==> src/rtl/mips_instr_loader.sv <==
// mips_instr_loader: encodes field-level MIPS instruction records into 32-bit words, buffers
// them in a small FIFO and writes them sequentially into instruction memory from a base address.
// Optional feature macro: MIPS_LOADER_CHECKSUM_EN adds an XOR checksum of every word written in
// the current session; without it checksum_o is tied to zero.
module mips_instr_loader #(
  parameter int unsigned ADDR_W     = 8,
  parameter int unsigned FIFO_DEPTH = 4
) (
  input  logic              clk,
  input  logic              rst_n,
  input  logic              start_i,
  input  logic [ADDR_W-1:0] base_addr_i,
  input  logic              finish_i,
  input  logic              in_valid_i,
  output logic              in_ready_o,
  input  logic [2:0]        in_kind_i,
  input  logic [4:0]        in_rs_i,
  input  logic [4:0]        in_rt_i,
  input  logic [4:0]        in_rd_i,
  input  logic [5:0]        in_funct_i,
  input  logic [15:0]       in_imm_i,
  input  logic [25:0]       in_target_i,
  input  logic              mem_ready_i,
  output logic              mem_we_o,
  output logic [ADDR_W-1:0] mem_addr_o,
  output logic [31:0]       mem_wdata_o,
  output logic              busy_o,
  output logic              done_o,
  output logic              err_o,
  output logic [31:0]       checksum_o
);

  localparam int unsigned PtrW = (FIFO_DEPTH > 1) ? $clog2(FIFO_DEPTH) : 1;
  localparam int unsigned CntW = PtrW + 1;
  localparam logic [CntW-1:0] FullCnt = CntW'(FIFO_DEPTH);

  typedef enum logic [1:0] {StIdle, StLoad, StDrain} state_e;

  state_e            state_q, state_d;
  logic [ADDR_W-1:0] addr_q;
  logic [31:0]       fifo_q [FIFO_DEPTH];
  logic [PtrW-1:0]   wr_ptr_q, rd_ptr_q;
  logic [CntW-1:0]   cnt_q;
  logic              err_q;
  logic              done_q;

  logic        enc_legal;
  logic [31:0] enc_word;
  logic        session_start;
  logic        fifo_empty, fifo_full;
  logic        accept, push;

  // Field-level record to 32-bit MIPS word; kinds 6-7 are flagged illegal.
  always_comb begin
    enc_legal = 1'b1;
    enc_word  = '0;
    case (in_kind_i)
      3'd0:    enc_word = {6'b000000, in_rs_i, in_rt_i, in_rd_i, 5'b00000, in_funct_i};
      3'd1:    enc_word = {6'b100011, in_rs_i, in_rt_i, in_imm_i};
      3'd2:    enc_word = {6'b101011, in_rs_i, in_rt_i, in_imm_i};
      3'd3:    enc_word = {6'b000100, in_rs_i, in_rt_i, in_imm_i};
      3'd4:    enc_word = {6'b001000, in_rs_i, in_rt_i, in_imm_i};
      3'd5:    enc_word = {6'b000010, in_target_i};
      default: enc_legal = 1'b0;
    endcase
  end

  assign session_start = (state_q == StIdle) & start_i;
  assign fifo_empty    = (cnt_q == '0);
  assign fifo_full     = (cnt_q == FullCnt);
  assign busy_o        = (state_q == StLoad) | (state_q == StDrain);
  // A full FIFO refuses records even when a pop happens in the same cycle.
  assign in_ready_o    = (state_q == StLoad) & ~fifo_full;
  assign accept        = in_valid_i & in_ready_o;
  assign push          = accept & enc_legal;
  assign mem_we_o      = busy_o & ~fifo_empty & mem_ready_i;
  assign mem_addr_o    = addr_q;
  // Masked while empty so stale storage never shows on the bus.
  assign mem_wdata_o   = fifo_empty ? 32'h0 : fifo_q[rd_ptr_q];
  assign err_o         = err_q;
  assign done_o        = done_q;

  // Session state register.
  always_ff @(posedge clk or negedge rst_n) begin
    if (!rst_n) begin
      state_q <= StIdle;
    end else begin
      state_q <= state_d;
    end
  end

  // Session next-state: start only in idle, finish only in load, drain until FIFO empty.
  always_comb begin
    state_d = state_q;
    case (state_q)
      StIdle:  if (start_i) state_d = StLoad;
      StLoad:  if (finish_i) state_d = StDrain;
      StDrain: if (fifo_empty) state_d = StIdle;
      default: state_d = StIdle;
    endcase
  end

  // Write-address counter, FIFO pointers/occupancy, sticky error and done pulse.
  always_ff @(posedge clk or negedge rst_n) begin
    if (!rst_n) begin
      addr_q   <= '0;
      wr_ptr_q <= '0;
      rd_ptr_q <= '0;
      cnt_q    <= '0;
      err_q    <= 1'b0;
      done_q   <= 1'b0;
    end else begin
      done_q <= (state_q == StDrain) & fifo_empty;
      if (session_start) begin
        addr_q   <= base_addr_i;
        wr_ptr_q <= '0;
        rd_ptr_q <= '0;
        cnt_q    <= '0;
        err_q    <= 1'b0;
      end else begin
        // Counter wraps silently at the top of the address space.
        if (mem_we_o) begin
          addr_q   <= addr_q + ADDR_W'(1);
          rd_ptr_q <= rd_ptr_q + PtrW'(1);
        end
        if (push) begin
          wr_ptr_q <= wr_ptr_q + PtrW'(1);
        end
        if (push & ~mem_we_o) begin
          cnt_q <= cnt_q + CntW'(1);
        end else if (~push & mem_we_o) begin
          cnt_q <= cnt_q - CntW'(1);
        end
        if (accept & ~enc_legal) begin
          err_q <= 1'b1;
        end
      end
    end
  end

  // FIFO storage; contents are only observable through a non-empty head.
  always_ff @(posedge clk) begin
    if (push) begin
      fifo_q[wr_ptr_q] <= enc_word;
    end
  end

`ifdef MIPS_LOADER_CHECKSUM_EN
  logic [31:0] checksum_q;

  // XOR of every word written this session; held after done until the next start.
  always_ff @(posedge clk or negedge rst_n) begin
    if (!rst_n) begin
      checksum_q <= '0;
    end else if (session_start) begin
      checksum_q <= '0;
    end else if (mem_we_o) begin
      checksum_q <= checksum_q ^ mem_wdata_o;
    end
  end

  assign checksum_o = checksum_q;
`else
  assign checksum_o = 32'h0;
`endif

endmodule

==> config.mk <==
export PLATFORM = sky130hd
export DESIGN_NAME = mips_instr_loader
export DESIGN_NICKNAME = d
export VERILOG_FILES = /design/src/rtl/mips_instr_loader.sv
export SDC_FILE = /design/constraint.sdc
export NUM_CORES = 1
export LEC_CHECK = 0
export CORE_MARGIN = 3
export CORE_UTILIZATION = 50
export CTS_CLUSTER_SIZE = 20
export DETAILED_ROUTE_END_ITERATION = 8
export GPL_TIMING_DRIVEN = 0
export PLACE_DENSITY = 0.8
export SYNTH_ARGS = -nofsm -noshare
export SYNTH_HDL_FRONTEND = slang
export SYNTH_SLANG_ARGS = --single-unit
==> constraint.sdc <==
create_clock -name clk -period 3.1 [get_ports clk]
set_input_delay 0.31 -clock clk [delete_from_list [all_inputs] [get_ports clk]]
set_output_delay 0.31 -clock clk [all_outputs]
set_load 0.01 [all_outputs]
Word level (Yosys, flattened, before mapping)
Memories as Yosys holds them, arrays and structs flattened.
Cells that the tools add are included.
{"block": "word_totals", "reg_bits": 19, "elab_cells": 69, "output_inout_bits": 77, "input_bits": 80, "n_memories": 1, "mem_bits_rw": 128}
{"block": "classes", "eq_ne": 11, "bitwise": 16, "muxes": 20, "n_addsub": 5, "n_reduce_logical": 9}
{"name": "fifo_q", "words": 4, "word_bits": 32, "read_ports": 1, "rd_ports_with_merged_regs": 0, "write_ports": 1, "line_no": "41", "rtl": "logic [31:0] fifo_q [FIFO_DEPTH];"}
{"operator": "case mux 32 bit (6 select lines)", "n": 1}
{"operator": "two-way mux 32 bit", "n": 1}
{"operator": "two-way mux 8 bit", "n": 2}
{"operator": "two-way mux 2 bit", "n": 7}
{"operator": "AND 1 bit", "n": 10}
{"operator": "equality test 3 bit, second input constant", "n": 3}
{"operator": "two-way mux 3 bit", "n": 3}
{"operator": "adder 8 x 1 -> 8 bit, second input constant", "n": 1}
{"operator": "equality test 3 x 2 -> 1 bit, second input constant", "n": 2}
{"operator": "logical NOT 3 bit", "n": 2}
{"operator": "inequality test 2 bit, second input constant", "n": 3}
{"operator": "case mux 2 bit (3 select lines)", "n": 1}
{"operator": "nonzero test 2 bit", "n": 3}
{"operator": "OR reduction 6 bit", "n": 1}
{"operator": "two-way mux 1 bit", "n": 5}
{"operator": "NOT 1 bit", "n": 5}
{"operator": "adder 2 x 1 -> 2 bit, second input constant", "n": 2}
{"operator": "adder 3 x 1 -> 3 bit, second input constant", "n": 1}
{"operator": "equality test 3 x 1 -> 1 bit, second input constant", "n": 1}
{"operator": "AND reduction 3 bit", "n": 1}
{"operator": "nonzero test 3 bit", "n": 1}
{"operator": "subtractor 3 x 1 -> 3 bit, second input constant", "n": 1}
{"operator": "equality test 2 x 1 -> 1 bit, second input constant", "n": 1}
{"operator": "equality test 2 bit, second input constant", "n": 1}
{"operator": "other kinds (2)", "n": 2}

Longest topological paths before layout
Gate-level depths: netlist (run 1).
{"block": "depth", "word_depth": 10, "mapped_depth": 8}

Least setup slack after synthesis (run 1)
No wires, ideal clock.
{"block": "synth_path", "kind": "flip-flop to flip-flop", "startpoint": "reg state_q[1]", "endpoint": "mem fifo_q[0][0] (enable)", "synth_period_minus_slack_ps": 2379, "t_required_ps": 2710, "path_stages_with_launch": 6, "path_buffers": 0, "t_arrival_ps": 1989, "setup_ps": 390, "setup_slack_ps": 721, "path_cell_list": "dfrtp_1 > inv_1 > ha_1 > inv_1 > nor3_1 > and2_1"}
{"block": "synth_between", "elab_chain_len": 6}
{"item": "start: declaration", "line_no": "39", "rtl": "state_e state_q, state_d;"}
{"item": "start signal: assignment", "line_no": "86", "rtl": "state_q <= StIdle;"}
{"item": "start signal: assignment", "line_no": "88", "rtl": "state_q <= state_d;"}
{"item": "equality test 2 x 1 -> 1 bit", "line_no": "73", "rtl": "assign in_ready_o = (state_q == StLoad) & ~fifo_full;"}
{"item": "AND 1 bit", "line_no": "73"}
{"item": "AND 1 bit", "line_no": "74", "rtl": "assign accept = in_valid_i & in_ready_o;"}
{"item": "AND 1 bit", "line_no": "75", "rtl": "assign push = accept & enc_legal;"}
{"item": "two-way mux 1 bit", "line_no": "143", "rtl": "if (push) begin"}
{"item": "two-way mux 1 bit (implied by the code)", "line_no": "144", "rtl": "fifo_q[wr_ptr_q] <= enc_word;"}
{"item": "end: declaration", "line_no": "41"}
No other way between the ends.

Worst setup path after layout (run 1)
{"block": "layout_path", "startpoint": "reg rd_ptr_q[0]", "endpoint": "out mem_wdata_o[11]"}
{"block": "layout_between", "elab_chain_len": 2}
{"item": "start: declaration", "line_no": "42", "rtl": "logic [PtrW-1:0] wr_ptr_q, rd_ptr_q;"}
{"item": "start signal: assignment", "line_no": "124", "rtl": "rd_ptr_q <= rd_ptr_q + PtrW'(1);"}
{"item": "memory (4 x 32 bit)"}
{"item": "two-way mux 32 bit", "line_no": "79", "rtl": "assign mem_wdata_o = fifo_empty ? 32'h0 : fifo_q[rd_ptr_q];"}
{"item": "end: declaration", "line_no": "26", "rtl": "output logic [31:0] mem_wdata_o,"}
No other way between the ends.

==> summary.txt, run 1 <==
STA
  • Share of the clock period used by the worst path: 0.9388
  • Skew final: 0.01429 ns
  • Fmax: 343.6 MHz
  • Setup repair after global routing missed its margin: no
  • Transition time at the pin with the least slew margin: 0.8907 ns
  • Shortest period the worst path allows: 2.910 ns
  • Hold Violations, Final: 0
  • Max-slew headroom: 0.4043
  • Worst hold margin: 0.4004 ns
  • Finish-stage setup viols: 0
  • Slew Limit Fails: 0

Drt
  • Total via count after detailed routing: 4,332
  • Post-route antenna net violation count: 0
  • Wire length after detailed routing: between 15,000 and 20,000 um
  • Detailed-router iteration count before antenna repair: 5
  • Wirelength per Cell: 18.50 um
  • Drc violations: 0
  • Violation count after the first detailed-route iteration: 221
  • Average via count per standard cell: ~5.3

Floorplan
  • Number of core rows: 41
  • Core Box Area: 0.01277 mm2
  • Die extent in x: 121.1 um
  • IO Count: 157
  • Initial Utilization: 0.5190
  • Die outline area: 0.01467 mm2
  • Vertical die dimension: between 100 and 150 um

GRT
  • Antenna violations before repair: 0
  • Global-route wire length before repair: 23,530 um
  • GRT Overall Usage: 0.2133
  • Vias in the first global route: roughly 4,500
  • Total overflow reported by the global router: 0
  • Pin count of the biggest net entering global routing: 31

Clock network
  • Hold-fix buffer count after cts: 0
  • TritonCTS clock tree: yes
  • Clock transition at the register clock pins on the worst setup and hold paths after CTS: 0.06 ns
  • Bufs on Longest Clock Path: 2
  • Clock latency reported for the late side of the worst-skew pair: 0.41 ns
  • H-tree levels: 4
  • Total clock sinks: 139
  • Number of buffers inserted by post-CTS setup repair: 0
  • Resize count post-CTS: 0
  • TritonCTS buffer count: 17
  • Clk root buf: sky130_fd_sc_hd__clkbuf_16

Worst setup path
  • Cell count of the worst reg-to-reg path: 5
  • Req. time, crit path: 2.79 ns
  • Top fanout value on the critical path: 10
  • WS Path Type: reg -> out
  • Kind of end point of the critical path: primary output
  • RR Endpoint: fifo_q[1][25]
  • Reg-to-reg slack, setup: about 0.46 ns
  • Kind of start point of the critical path: flip-flop
  • Worst R2R Start: state_q[1]
  • Crit path DAT: about 2.6 ns

Power and ir drop
  • Static Leak: 3.216 nW
  • Power density over the cells: between 800 and 900 mW/mm2
  • Max IR drop VDD: 0.4150 mV

Layout
  • Syn-to-layout area delta: 32.80%
  • Post-layout nets: a little over 700
  • # fillers: 869
  • Layout cells sized above 1: 0.1897
  • Ant diodes: 0
  • Post-layout instance area: 0.008803 mm2

Synth
  • Complex-gate fraction of the synthesized area: 0.06474
  • Area fraction in and, or, nand and nor cells after synthesis: 0.07909
  • Sequential-to-total area share from yosys stat: 0.6153
  • Cell count after synthesis: roughly 460
  • Yosys Warn Count: 0
  • Multiplexer share of the synthesized area: 0.1376
  • Average instance area after synthesis: 14.51 um2
  • Synthesized-area fraction occupied by adder cells: 0.02190
  • Unique masters post-synth: 39
  • Cell area after synthesis: 0.006629 mm2
  • Xor/xnor cell area share of the yosys netlist: 0.01453
  • Dominant combinational cell family by area after synthesis: multiplexers
  • Post-synthesis sequential element count: 139

Run
  • Max Cap Violations: 0

Place
  • Count of input and output buffers: between 100 and 150
  • DPL Wire Length: 10,320 um
  • Gp weighted congestion: 0.8622
  • Post-DP Area: 0.008190 mm2

Min path
  • Worst Hold Class: in -> async

Run status
  • Outcome: complete, no violations
==> synth_stat cells <==
| cell type | number | area (um2) |
|---|---|---|
| sky130_fd_sc_hd__o21ai_0 | 19 | 95.09 |
| sky130_fd_sc_hd__o22ai_1 | 15 | 93.84 |
| sky130_fd_sc_hd__nor3b_1 | 2 | 15.01 |
| sky130_fd_sc_hd__nand4_1 | 2 | 12.51 |
| sky130_fd_sc_hd__a22oi_1 | 21 | 157.7 |
| sky130_fd_sc_hd__mux4_2 | 30 | 675.7 |
| sky130_fd_sc_hd__mux2i_1 | 9 | 90.09 |
| sky130_fd_sc_hd__buf_4 | 34 | 255.2 |
| sky130_fd_sc_hd__o221ai_1 | 1 | 8.760 |
| sky130_fd_sc_hd__nor4_4 | 1 | 21.27 |
| sky130_fd_sc_hd__nand2b_1 | 4 | 25.02 |
| sky130_fd_sc_hd__o311ai_4 | 1 | 26.28 |
| sky130_fd_sc_hd__clkbuf_1 | 18 | 67.56 |
| sky130_fd_sc_hd__nand2_1 | 31 | 116.4 |
| sky130_fd_sc_hd__nand3_1 | 1 | 5.000 |
| sky130_fd_sc_hd__or2_2 | 1 | 6.260 |
| sky130_fd_sc_hd__nor3_1 | 7 | 35.03 |
| sky130_fd_sc_hd__xor2_1 | 3 | 26.28 |
| sky130_fd_sc_hd__edfxtp_1 | 120 | 3603 |
| sky130_fd_sc_hd__o21a_1 | 1 | 7.510 |
| sky130_fd_sc_hd__a31oi_1 | 1 | 6.260 |
| sky130_fd_sc_hd__inv_1 | 21 | 78.83 |
| sky130_fd_sc_hd__o31a_2 | 1 | 10.01 |
| sky130_fd_sc_hd__inv_4 | 1 | 6.260 |
| sky130_fd_sc_hd__a21bo_2 | 1 | 10.01 |
| sky130_fd_sc_hd__and2_1 | 7 | 43.79 |
| sky130_fd_sc_hd__dfrtp_1 | 19 | 475.5 |
| sky130_fd_sc_hd__conb_1 | 1 | 3.750 |
| sky130_fd_sc_hd__xnor2_1 | 8 | 70.07 |
| sky130_fd_sc_hd__fa_1 | 1 | 20.02 |
| sky130_fd_sc_hd__buf_2 | 4 | 20.02 |
| sky130_fd_sc_hd__nor4_1 | 2 | 12.51 |
| sky130_fd_sc_hd__mux2_2 | 13 | 146.4 |
| sky130_fd_sc_hd__a41oi_1 | 1 | 8.760 |
| sky130_fd_sc_hd__ha_1 | 10 | 125.1 |
| sky130_fd_sc_hd__nor2_1 | 10 | 37.54 |
| sky130_fd_sc_hd__a21oi_1 | 1 | 5.000 |
| sky130_fd_sc_hd__buf_1 | 3 | 11.26 |
| sky130_fd_sc_hd__nor2b_1 | 31 | 193.9 |
==> worst max-delay path, stage by stage (launching register included) <==
cell	delay, ns
sky130_fd_sc_hd__dfrtp_1	0.32
sky130_fd_sc_hd__clkbuf_1	0.23
sky130_fd_sc_hd__buf_2	0.40
sky130_fd_sc_hd__mux4_2	0.55
sky130_fd_sc_hd__nor2b_1	0.15
sky130_fd_sc_hd__clkdlybuf4s50_1	0.55
==> state kept, by name (all words and copies together) (netlist names) <==
| name | count |
|---|---|
| done_o | 1 |
| wr_ptr_q | 2 |
| state_q | 2 |
| mem_addr_o | 8 |
| cnt_q | 3 |
| rd_ptr_q | 2 |
| fifo_q | 120 |
| err_o | 1 |
==> where the power goes <==
part | switching (mW) | leakage (nW) | internal (mW) | total (mW)
Combinational | 1.22 | 1.59 | 1.38 | 2.60
Clock | 0.720 | 0.293 | 1.33 | 2.05
Sequential | 0.165 | 1.34 | 2.29 | 2.45
==> per-layer routing <==
layer / track usage / share of wire
met1: 0.2619 / 0.39
met2: 0.3654 / 0.53
met3: 0.04709 / 0.072
met4: 0.09104 / 0.016
met5: 0 / 0
==> worst max path at each step <==
stage                             from               to  cells after the start  slack (ns)
after floorplan             state_q[1]     fifo_q[0][0]                      5        0.72
after global placement    in_kind_i[2]    fifo_q[0][13]                      4       -0.35
after detailed placement  in_kind_i[2]    fifo_q[1][10]                      4        0.11
after CTS                     cnt_q[1]  mem_wdata_o[31]                      5        0.01
after global routing       rd_ptr_q[0]   mem_wdata_o[5]                      5       0.004
final                      rd_ptr_q[0]  mem_wdata_o[11]                      5        0.19
==> cells by family (layout without fill, tap and decap cells) <==
kind of cell	after synthesis	in the layout
DFF	139	139
and+or+nand+nor	99	99
buffers and inverters	81	235
AOI/OAI and AO/OA	63	63
muxes	52	52
adders and majority gates	11	11
xor gates and xnor gates	11	11
other	1	33
==> placed cells by master (no fill, tap or decap), types with 3 or more instances in the layout <==
master,count
sky130_fd_sc_hd__a22oi_1,21
sky130_fd_sc_hd__and2_1,3
sky130_fd_sc_hd__and2_2,4
sky130_fd_sc_hd__buf_1,3
sky130_fd_sc_hd__buf_2,3
sky130_fd_sc_hd__buf_4,35
sky130_fd_sc_hd__bufinv_16,4
sky130_fd_sc_hd__clkbuf_1,18
sky130_fd_sc_hd__clkbuf_16,17
sky130_fd_sc_hd__clkdlybuf4s50_1,122
sky130_fd_sc_hd__clkinv_2,6
sky130_fd_sc_hd__clkinvlp_4,3
sky130_fd_sc_hd__conb_1,33
sky130_fd_sc_hd__dfrtp_1,19
sky130_fd_sc_hd__edfxtp_1,120
sky130_fd_sc_hd__ha_1,10
sky130_fd_sc_hd__inv_1,21
sky130_fd_sc_hd__mux2_2,13
sky130_fd_sc_hd__mux2i_1,9
sky130_fd_sc_hd__mux4_2,30
sky130_fd_sc_hd__nand2_1,31
sky130_fd_sc_hd__nand2b_1,4
sky130_fd_sc_hd__nor2_1,10
sky130_fd_sc_hd__nor2b_1,31
sky130_fd_sc_hd__nor3_1,6
sky130_fd_sc_hd__o21ai_0,19
sky130_fd_sc_hd__o22ai_1,15
sky130_fd_sc_hd__xnor2_1,8
sky130_fd_sc_hd__xor2_1,3
==> layout make-up <==
| type | count | area (um2) | area share |
|---|---|---|---|
| Tap cell | 172 | 215.2 | 0.02445 |
| Clock inverter | 15 | 180.2 | 0.02047 |
| Clock buffer | 17 | 425.4 | 0.04832 |
| Sequential cell | 139 | 4079 | 0.4633 |
| Multi-Input combinational cell | 269 | 2241 | 0.2545 |
| Buffer | 59 | 356.6 | 0.04051 |
| Inverter | 22 | 85.08 | 0.009665 |
| Timing Repair Buffer | 122 | 1221 | 0.1387 |
==> stage by stage <==
step | instances | setup slack [ns] | TNS (ns) | power (mW) | util
floorplan | 489 | 0.7209 | 0 | 3.920 | -
global placement | 783 | -0.3465 | -41.09 | 5.009 | 0.6408
detailed placement | 783 | 0.1081 | 0 | 5.086 | 0.6412
CTS | 815 | 0.01020 | 0 | 7.155 | 0.6886
global route | 815 | 0.003650 | 0 | 7.460 | 0.6892
finish | 815 | 0.1898 | 0 | 7.098 | 0.6892
No activity file was read; power rests on OpenSTA's default activity.
==> run 2, diff against run 1 <==
- TNS_END_PERCENT: default -> 50
==> results of run 2 <==
No change in the layout: final DEF, timing and power equal those of run 1.
